$ cat config.mk
export PLATFORM = sky130hd
export DESIGN_NAME = nibble_serial_adder_flat
export DESIGN_NICKNAME = d
export VERILOG_FILES = /design/src/rtl/nibble_serial_adder_if.sv /design/src/rtl/nibble_serial_adder.sv /design/src/flat_wrapper.sv
export SDC_FILE = /design/constraint.sdc
export NUM_CORES = 1
export LEC_CHECK = 0
export ABC_CLOCK_PERIOD_IN_PS = 3810
export CAP_MARGIN = 40
export CORE_MARGIN = 2
export CORE_UTILIZATION = 48
export CTS_BUF_LIST = sky130_fd_sc_hd__clkbuf_16
export DETAILED_ROUTE_END_ITERATION = 12
export PLACE_DENSITY = 0.78
export SYNTH_ARGS = -nofsm -noshare
export SYNTH_HDL_FRONTEND = slang
export SYNTH_SLANG_ARGS = --single-unit
$ cat constraint.sdc
create_clock -name clk -period 3.81 [get_ports clk]
set_input_delay 0.762 -clock clk [delete_from_list [all_inputs] [get_ports clk]]
set_output_delay 0.762 -clock clk [all_outputs]
set_load 0.1 [all_outputs]
$ cat src/rtl/nibble_serial_adder_if.sv
// Operand/result bundle for nibble_serial_adder; the ovf wire exists only
// when SIGNED_OVF_EN is defined.
interface nibble_serial_adder_if #(
    parameter int WIDTH = 8
);
    logic             start;
    logic [WIDTH-1:0] a;
    logic [WIDTH-1:0] b;
    logic             c_in;
    logic             busy;
    logic             done;
    logic [WIDTH-1:0] sum;
    logic             c_out;
`ifdef SIGNED_OVF_EN
    logic             ovf;
`endif

    modport master (
        output start, a, b, c_in,
`ifdef SIGNED_OVF_EN
        input  ovf,
`endif
        input  busy, done, sum, c_out
    );

    modport slave (
        input  start, a, b, c_in,
`ifdef SIGNED_OVF_EN
        output ovf,
`endif
        output busy, done, sum, c_out
    );
endinterface

$ cat src/rtl/nibble_serial_adder.sv
// Multi-cycle adder: one CHUNK-bit slice per clock through a registered carry.
// Optional signed-overflow flag enabled by defining SIGNED_OVF_EN.
module nibble_serial_adder #(
    parameter int WIDTH = 8,
    parameter int CHUNK = 4
) (
    input  logic                 clk,
    input  logic                 rst_n,
    nibble_serial_adder_if.slave bus
);
    localparam int N     = WIDTH / CHUNK;
    localparam int IDX_W = (N > 1) ? $clog2(N) : 1;

    localparam logic [0:0] ST_IDLE = 1'b0;
    localparam logic [0:0] ST_RUN  = 1'b1;

    logic [0:0]       state_r;
    logic [WIDTH-1:0] a_r;
    logic [WIDTH-1:0] b_r;
    logic             carry_r;
    logic [IDX_W-1:0] idx_r;
    logic [WIDTH-1:0] sum_r;
    logic             c_out_r;
    logic             busy_r;
    logic             done_r;
`ifdef SIGNED_OVF_EN
    logic             ovf_r;
`endif

    logic [CHUNK:0]   slice_s;
    logic             last_s;

    // Single CHUNK-bit ripple adder; returns {carry_out, sum}.
    function automatic logic [CHUNK:0] ripple_add(
        input logic [CHUNK-1:0] x,
        input logic [CHUNK-1:0] y,
        input logic             ci
    );
        logic [CHUNK-1:0] s;
        logic             c;
        c = ci;
        s = '0;
        for (int j = 0; j < CHUNK; j++) begin
            s[j] = x[j] ^ y[j] ^ c;
            c    = (x[j] & y[j]) | (c & (x[j] ^ y[j]));
        end
        return {c, s};
    endfunction

    // Current slice of the latched operands plus the running carry.
    always_comb begin
        slice_s = ripple_add(a_r[int'(idx_r)*CHUNK +: CHUNK],
                             b_r[int'(idx_r)*CHUNK +: CHUNK],
                             carry_r);
        last_s  = (idx_r == IDX_W'(N - 1));
    end

    // Control FSM, operand latch and progressive result write-back.
    always_ff @(posedge clk) begin
        if (!rst_n) begin
            state_r <= ST_IDLE;
            a_r     <= '0;
            b_r     <= '0;
            carry_r <= 1'b0;
            idx_r   <= '0;
            sum_r   <= '0;
            c_out_r <= 1'b0;
            busy_r  <= 1'b0;
            done_r  <= 1'b0;
`ifdef SIGNED_OVF_EN
            ovf_r   <= 1'b0;
`endif
        end else begin
            done_r <= 1'b0;
            case (state_r)
                ST_IDLE: begin
                    if (bus.start) begin
                        a_r     <= bus.a;
                        b_r     <= bus.b;
                        carry_r <= bus.c_in;
                        idx_r   <= '0;
                        busy_r  <= 1'b1;
                        state_r <= ST_RUN;
                    end else begin
                        busy_r  <= 1'b0;
                    end
                end
                ST_RUN: begin
                    sum_r[int'(idx_r)*CHUNK +: CHUNK] <= slice_s[CHUNK-1:0];
                    carry_r <= slice_s[CHUNK];
                    idx_r   <= idx_r + IDX_W'(1);
                    if (last_s) begin
                        // Top slice holds bit WIDTH-1, so its MSB is the final sign bit.
                        c_out_r <= slice_s[CHUNK];
                        done_r  <= 1'b1;
                        busy_r  <= 1'b0;
                        state_r <= ST_IDLE;
`ifdef SIGNED_OVF_EN
                        ovf_r   <= (a_r[WIDTH-1] == b_r[WIDTH-1]) &&
                                   (slice_s[CHUNK-1] != a_r[WIDTH-1]);
`endif
                    end else begin
                        state_r <= ST_RUN;
                    end
                end
                default: begin
                    state_r <= ST_IDLE;
                    busy_r  <= 1'b0;
                end
            endcase
        end
    end

    assign bus.busy  = busy_r;
    assign bus.done  = done_r;
    assign bus.sum   = sum_r;
    assign bus.c_out = c_out_r;
`ifdef SIGNED_OVF_EN
    assign bus.ovf   = ovf_r;
`endif

endmodule

$ cat src/flat_wrapper.sv
// flat-port wrapper written by rule: the top's interface ports become plain ports
module nibble_serial_adder_flat 
#(
    parameter int WIDTH = 8,
    parameter int CHUNK = 4
)
  (clk, rst_n, bus_start, bus_a, bus_b, bus_c_in, bus_busy, bus_done, bus_sum, bus_c_out);
  nibble_serial_adder_if #(.WIDTH(WIDTH)) bus_i ();
  input  logic clk;
  input  logic rst_n;
  input wire logic [$bits(bus_i.start)-1:0] bus_start;
  input wire logic [$bits(bus_i.a)-1:0] bus_a;
  input wire logic [$bits(bus_i.b)-1:0] bus_b;
  input wire logic [$bits(bus_i.c_in)-1:0] bus_c_in;
  output wire logic [$bits(bus_i.busy)-1:0] bus_busy;
  output wire logic [$bits(bus_i.done)-1:0] bus_done;
  output wire logic [$bits(bus_i.sum)-1:0] bus_sum;
  output wire logic [$bits(bus_i.c_out)-1:0] bus_c_out;
  assign bus_i.start = bus_start;
  assign bus_i.a = bus_a;
  assign bus_i.b = bus_b;
  assign bus_i.c_in = bus_c_in;
  assign bus_busy = bus_i.busy;
  assign bus_done = bus_i.done;
  assign bus_sum = bus_i.sum;
  assign bus_c_out = bus_i.c_out;
  nibble_serial_adder #(.WIDTH(WIDTH), .CHUNK(CHUNK)) u_core (.clk(clk), .rst_n(rst_n), .bus(bus_i));
endmodule
; ---- Word level (Yosys, flattened, before mapping)
; Index checks and enable logic that the tools add are counted.
[totals]
regBits = 30
in_bits = 20
wordCells = 52
[classes]
n_addsub = 2
n_bitwise = 21
n_shift = 4
reduce_logical = 3
n_eq_ne = 2
mux = 11
[op_table]
columns = operator, count
row1 = $neg A3 Y33, 1
row2 = $shift A4 B33 Y8 const A, 1
row3 = $shiftx A4 B33 Y8, 1
row4 = $shiftx A8 B4 Y4, 2
row5 = $and A1 B1 Y1, 8
row6 = $bwmux W8, 1
row7 = $pmux W1 S2, 4
row8 = $xor A1 B1 Y1, 8
row9 = $mux W1, 6
row10 = $reduce_and A2 Y1, 3
row11 = $ne A2 B2 Y1 const B, 2
row12 = $or A1 B1 Y1, 4
row13 = $add A1 B1 Y1 const B, 1
row14 = $not A1 Y1, 1

; ---- Logic depth before layout (Yosys ltp)
[depth]
word_depth = 11
mapped_depth = 9
mapped_depth_nobuf = 7

; ---- Worst setup path before layout
; No wires, ideal clock.
[synth_path]
path_kind = reg-to-reg
start = register u_core.idx_r
end = register u_core.sum_r[7] (netlist: u_core.bus.sum[7])
stages_incl_launch_ff = 10
setup_ns = 0.076
path_buffers = 2
path_slack_ns = 0.905
period_less_slack_ns = 2.905
t_required_ns = 3.734
arrival_time_ns = 2.829
path_cell_list = dfxtp_1 > buf_4 > buf_2 > mux2_2 > fa_1 > fa_1 > fa_1 > fa_1 > nand3_1 > a21boi_0
[synth_via]
elab_chain_len = 11
word_cells_on_any_way = 23
[synth_lines]
columns = item, line
row1 = "start, declared", nibble_serial_adder.sv:21  ; logic [IDX_W-1:0] idx_r;
row2 = "start signal, assigned", nibble_serial_adder.sv:91  ; idx_r <= idx_r + IDX_W'(1);
row3 = $shiftx A8 B4 Y4 (on tied branches), "nibble_serial_adder.sv:52, nibble_serial_adder.sv:53"
row4 = $xor A1 B1 Y1, "nibble_serial_adder.sv:44, nibble_serial_adder.sv:45"
row5 = $and A1 B1 Y1, nibble_serial_adder.sv:45  ; c = (x[j] & y[j]) | (c & (x[j] ^ y[j]));
row6 = $or A1 B1 Y1, nibble_serial_adder.sv:45
row7 = $and A1 B1 Y1, nibble_serial_adder.sv:45
row8 = $or A1 B1 Y1, nibble_serial_adder.sv:45
row9 = $and A1 B1 Y1, nibble_serial_adder.sv:45
row10 = $or A1 B1 Y1, nibble_serial_adder.sv:45
row11 = $xor A1 B1 Y1, nibble_serial_adder.sv:44  ; s[j] = x[j] ^ y[j] ^ c;
row12 = $shiftx A4 B33 Y8, nibble_serial_adder.sv:89  ; sum_r[int'(idx_r)*CHUNK +: CHUNK] <= slice_s[CHUNK-1:0];
row13 = $bwmux W8 (*), nibble_serial_adder.sv:89
row14 = "end signal, assigned by index", nibble_serial_adder.sv:89
row15 = "end, declared", nibble_serial_adder.sv:22  ; logic [WIDTH-1:0] sum_r;
; Mark *: on every way between the ends. The rest lies on a longest branch, timed or not.
; A chain may end at the register's enable or synchronous reset.

; ---- Worst setup path in the final report
; Ends and elaborated chain as after synthesis.

==> impl_metrics.csv <==
group,metric,value,unit
floorplan,chipWidth,56.6,µm
synth,synth_edf_count,0,
route,detail_route.drc_violations,0,
cts,cts_setup_buffers,0,
route,avgViaCountPerCell,5.06,
critical_path,cp.required,3.99,ns
placement,dp.cells,201,
floorplan,die_y,56.6,µm
pwr,pwr-share-clk,41.3,%
cts,numCtsBuffers,5,
route,wl_per_cell,13.5,µm
synth,synth_warnings,0,
grt,grt_usage,19.1,%
synth,synth_cell_types,21,
floorplan,num_io_pins,31,
synth,synth_area_leaders,"dfxtp_1 (45%), nand2_1 (11%), mux2_2 (6.8%)",
pwr,p_total,0.848,mW
pwr,power.share.switching,25.3,%
synth,synth_area,1330,µm²
synth,synth.net_count,163,
route,vias,1052,
cts,path_clk_slew,0.05,ns
grt,grt_pass1_vias,1065,
critical_path,critPathLaunch,"u_core.idx_r$_SDFFE_PN0P_",
synth,yosys_most_used_dff,"dfxtp_1",
grt,gr-total-overflow,0,
floorplan,row_count,19,
critical_path,worstSetupEndpointType,"register",
synth,synth_top_area_share,45.2,%
cts,clockRootBuffer,"clkbuf_16",
pwr,cellPowerDensity,447,nW/µm²
grt,antenna_found_initial,0,
cts,cts_resized,0,
sta,hold_viol_final,0,
sta,max_clock_freq,0.301,GHz
synth,synth_seq_cells,30,
synth,async_flop_share,0,%
route,wl_met2,1510,µm
synth,yosysTopAreaCell,"dfxtp_1",
pwr,power.leakage,0.750,nW
critical_path,worstSetupPathType,"reg -> reg",
sta,setup_viol,0,
pwr,internal_power,0.634,mW
critical_path,arrival,3.50,ns
synth,avgSynthCellArea,9.56,µm²
finish,final_cells,208,
placement,gp_congestion,0.875,
route,drtPass1Iterations,4,
grt,grt_pass1_wl,4600,µm
finish,syn_to_final_growth,42.7,%
floorplan,initial_core_util,49.5,%
status,outcome,"finished clean",
route,wirelength,2820,µm
critical_path,critPathLaunchType,"register",
synth,seq_area_frac_synth,45.2,%
synth,synthCells,139,
finish,num-fill-cells,201,
sta,final.setup.tns,0,ns
route,m1WireLength,1160,µm
pwr,p_switching,0.214,mW
sta,finalCriticalPeriod,3.32,ns
finish,nNetsFinal,201,
floorplan,dieArea,3210,µm²
critical_path,r2r-start,"u_core.idx_r$_SDFFE_PN0P_",
flow_run,drv_cap,0,
grt,grt_max_degree,31,
cts,cts_tree,"done",
synth,yosysMostFrequentCell,"nand2_1",
sta,drv_slew,0,
pwr,seq_power_share,41.2,%
cts,cts.sinks,30,
sta,fin_crit_sh,87.2,%
finish,num_antenna_cells,0,
pwr,comb_power_share,17.5,%
route,highest_layer,"met4",
cts,postCtsHoldBufs,0,
sta,slew_headroom,43.4,%
synth,synth_common_cells,"nand2_1 (38), dfxtp_1 (30), a21boi_0 (11)",
route,antenna_left,0,
sta,finalClockSkew,0.00327,ns
sta,hold_slack,0.453,ns
placement,numPortBuffers,30,
min_path,hp-class,"reg -> reg",
sta,rsz0062_at_grt,"false",
placement,dp_hpwl,2020,µm
finish,drive_above_1_share,14.7,%
sta,worstMarginPinSlew,0.846,ns
route,dr_wl_met3,123,µm
floorplan,core-area,2690,µm²
critical_path,cp_max_fo,17,
route,drtIter0Drc,11,
min_path,hp-start,"u_core.a_r[1]$_SDFFE_PN0P_",
pwr,peakVddDrop,0.382,mV
cts,clk_latency,0.27,ns
cts,cts.path.max_buffers,2,
cts,htree_num_levels,2,
## kinds of logic after synthesis
group	synth area share, %
adder cells (fa/ha/maj)	6.03
multiplexers	10.5
AO/OA/AOI/OAI	13.9
AND/OR/NAND/NOR	18.2
flip-flops	45.2
buffers and inverters	6.12
## cell usage in the layout (no fill, tap or decap)
master           instances
a21boi_0                11
a21boi_1                10
a21oi_1                  3
and3_1                   1
buf_4                    1
buf_8                   11
clkbuf_16                5
clkdlybuf4s50_1         30
dfxtp_1                 30
fa_1                     4
inv_1                    3
mux2_2                   8
mux2i_1                  5
nand2_1                 38
nand2b_1                 1
nand3_1                  5
nor2_1                   1
nor2b_1                  7
nor2b_4                  1
o21a_1                   1
o21ai_0                  1
## final cells by class
class	instances	area (µm²)	area share, %
sequential	30	601	31.7
clock buffer	5	125	6.60
tap	31	38.8	2.05
clock inverter	2	7.51	0.396
multi-input combinational	97	647	34.1
inverter	1	3.75	0.198
timing repair buffer	42	473	25.0
## critical path: stages, from the launching register on
cell and delay (ns):
dfxtp_1 0.75, mux2_2 0.42, fa_1 0.41, fa_1 0.39, fa_1 0.40, fa_1 0.52, nand3_1 0.08, a21boi_0 0.24
## routing by layer
metal,vias to the layer above,global-route usage [%]
met4,0,7.14
met2,22,34.6
met5,-,0
met1,494,19.9
met3,5,6.91
li1,531,-
## flip-flops by register name (all words and copies together), names as in the netlist
name              count
u_core.b_r            8
u_core.bus.sum        8
u_core.bus.done       1
u_core.state_r        1
u_core.bus.c_out      1
u_core.idx_r          1
u_core.bus.busy       1
u_core.carry_r        1
u_core.a_r            8
## final timing paths
check | end | slack, ns | depth (start not counted)
max | u_core.bus.sum[7]$_SDFFE_PN0P_ | 0.49 | 7
min | u_core.a_r[1]$_SDFFE_PN0P_ | 0.45 | 2
max reg2reg | u_core.bus.sum[7]$_SDFFE_PN0P_ | 0.49 | 7
min reg2reg | u_core.a_r[1]$_SDFFE_PN0P_ | 0.45 | 2
## metrics by stage
| stage | util (%) | cell area [µm²] | setup WS, ns |
|---|---|---|---|
| 2_1_floorplan | - | 1330 | 0.905 |
| 3_3_place_gp | 59.5 | 1600 | 0.697 |
| 3_5_place_dp | 65.6 | 1760 | 0.569 |
| 4_1_cts | 70.6 | 1900 | 0.499 |
| 5_1_grt | 70.6 | 1900 | 0.386 |
| 6_report | 70.6 | 1900 | 0.487 |
## power by group through the flow
stage | registers [mW] | clock network, mW | logic, mW
2_1_floorplan | 0.379 | 0 | 0.0715
3_3_place_gp | 0.354 | 0 | 0.130
3_5_place_dp | 0.354 | 0 | 0.148
4_1_cts | 0.349 | 0.357 | 0.150
5_1_grt | 0.351 | 0.371 | 0.158
6_report | 0.349 | 0.351 | 0.148
Power figures use the tool's default switching activity.
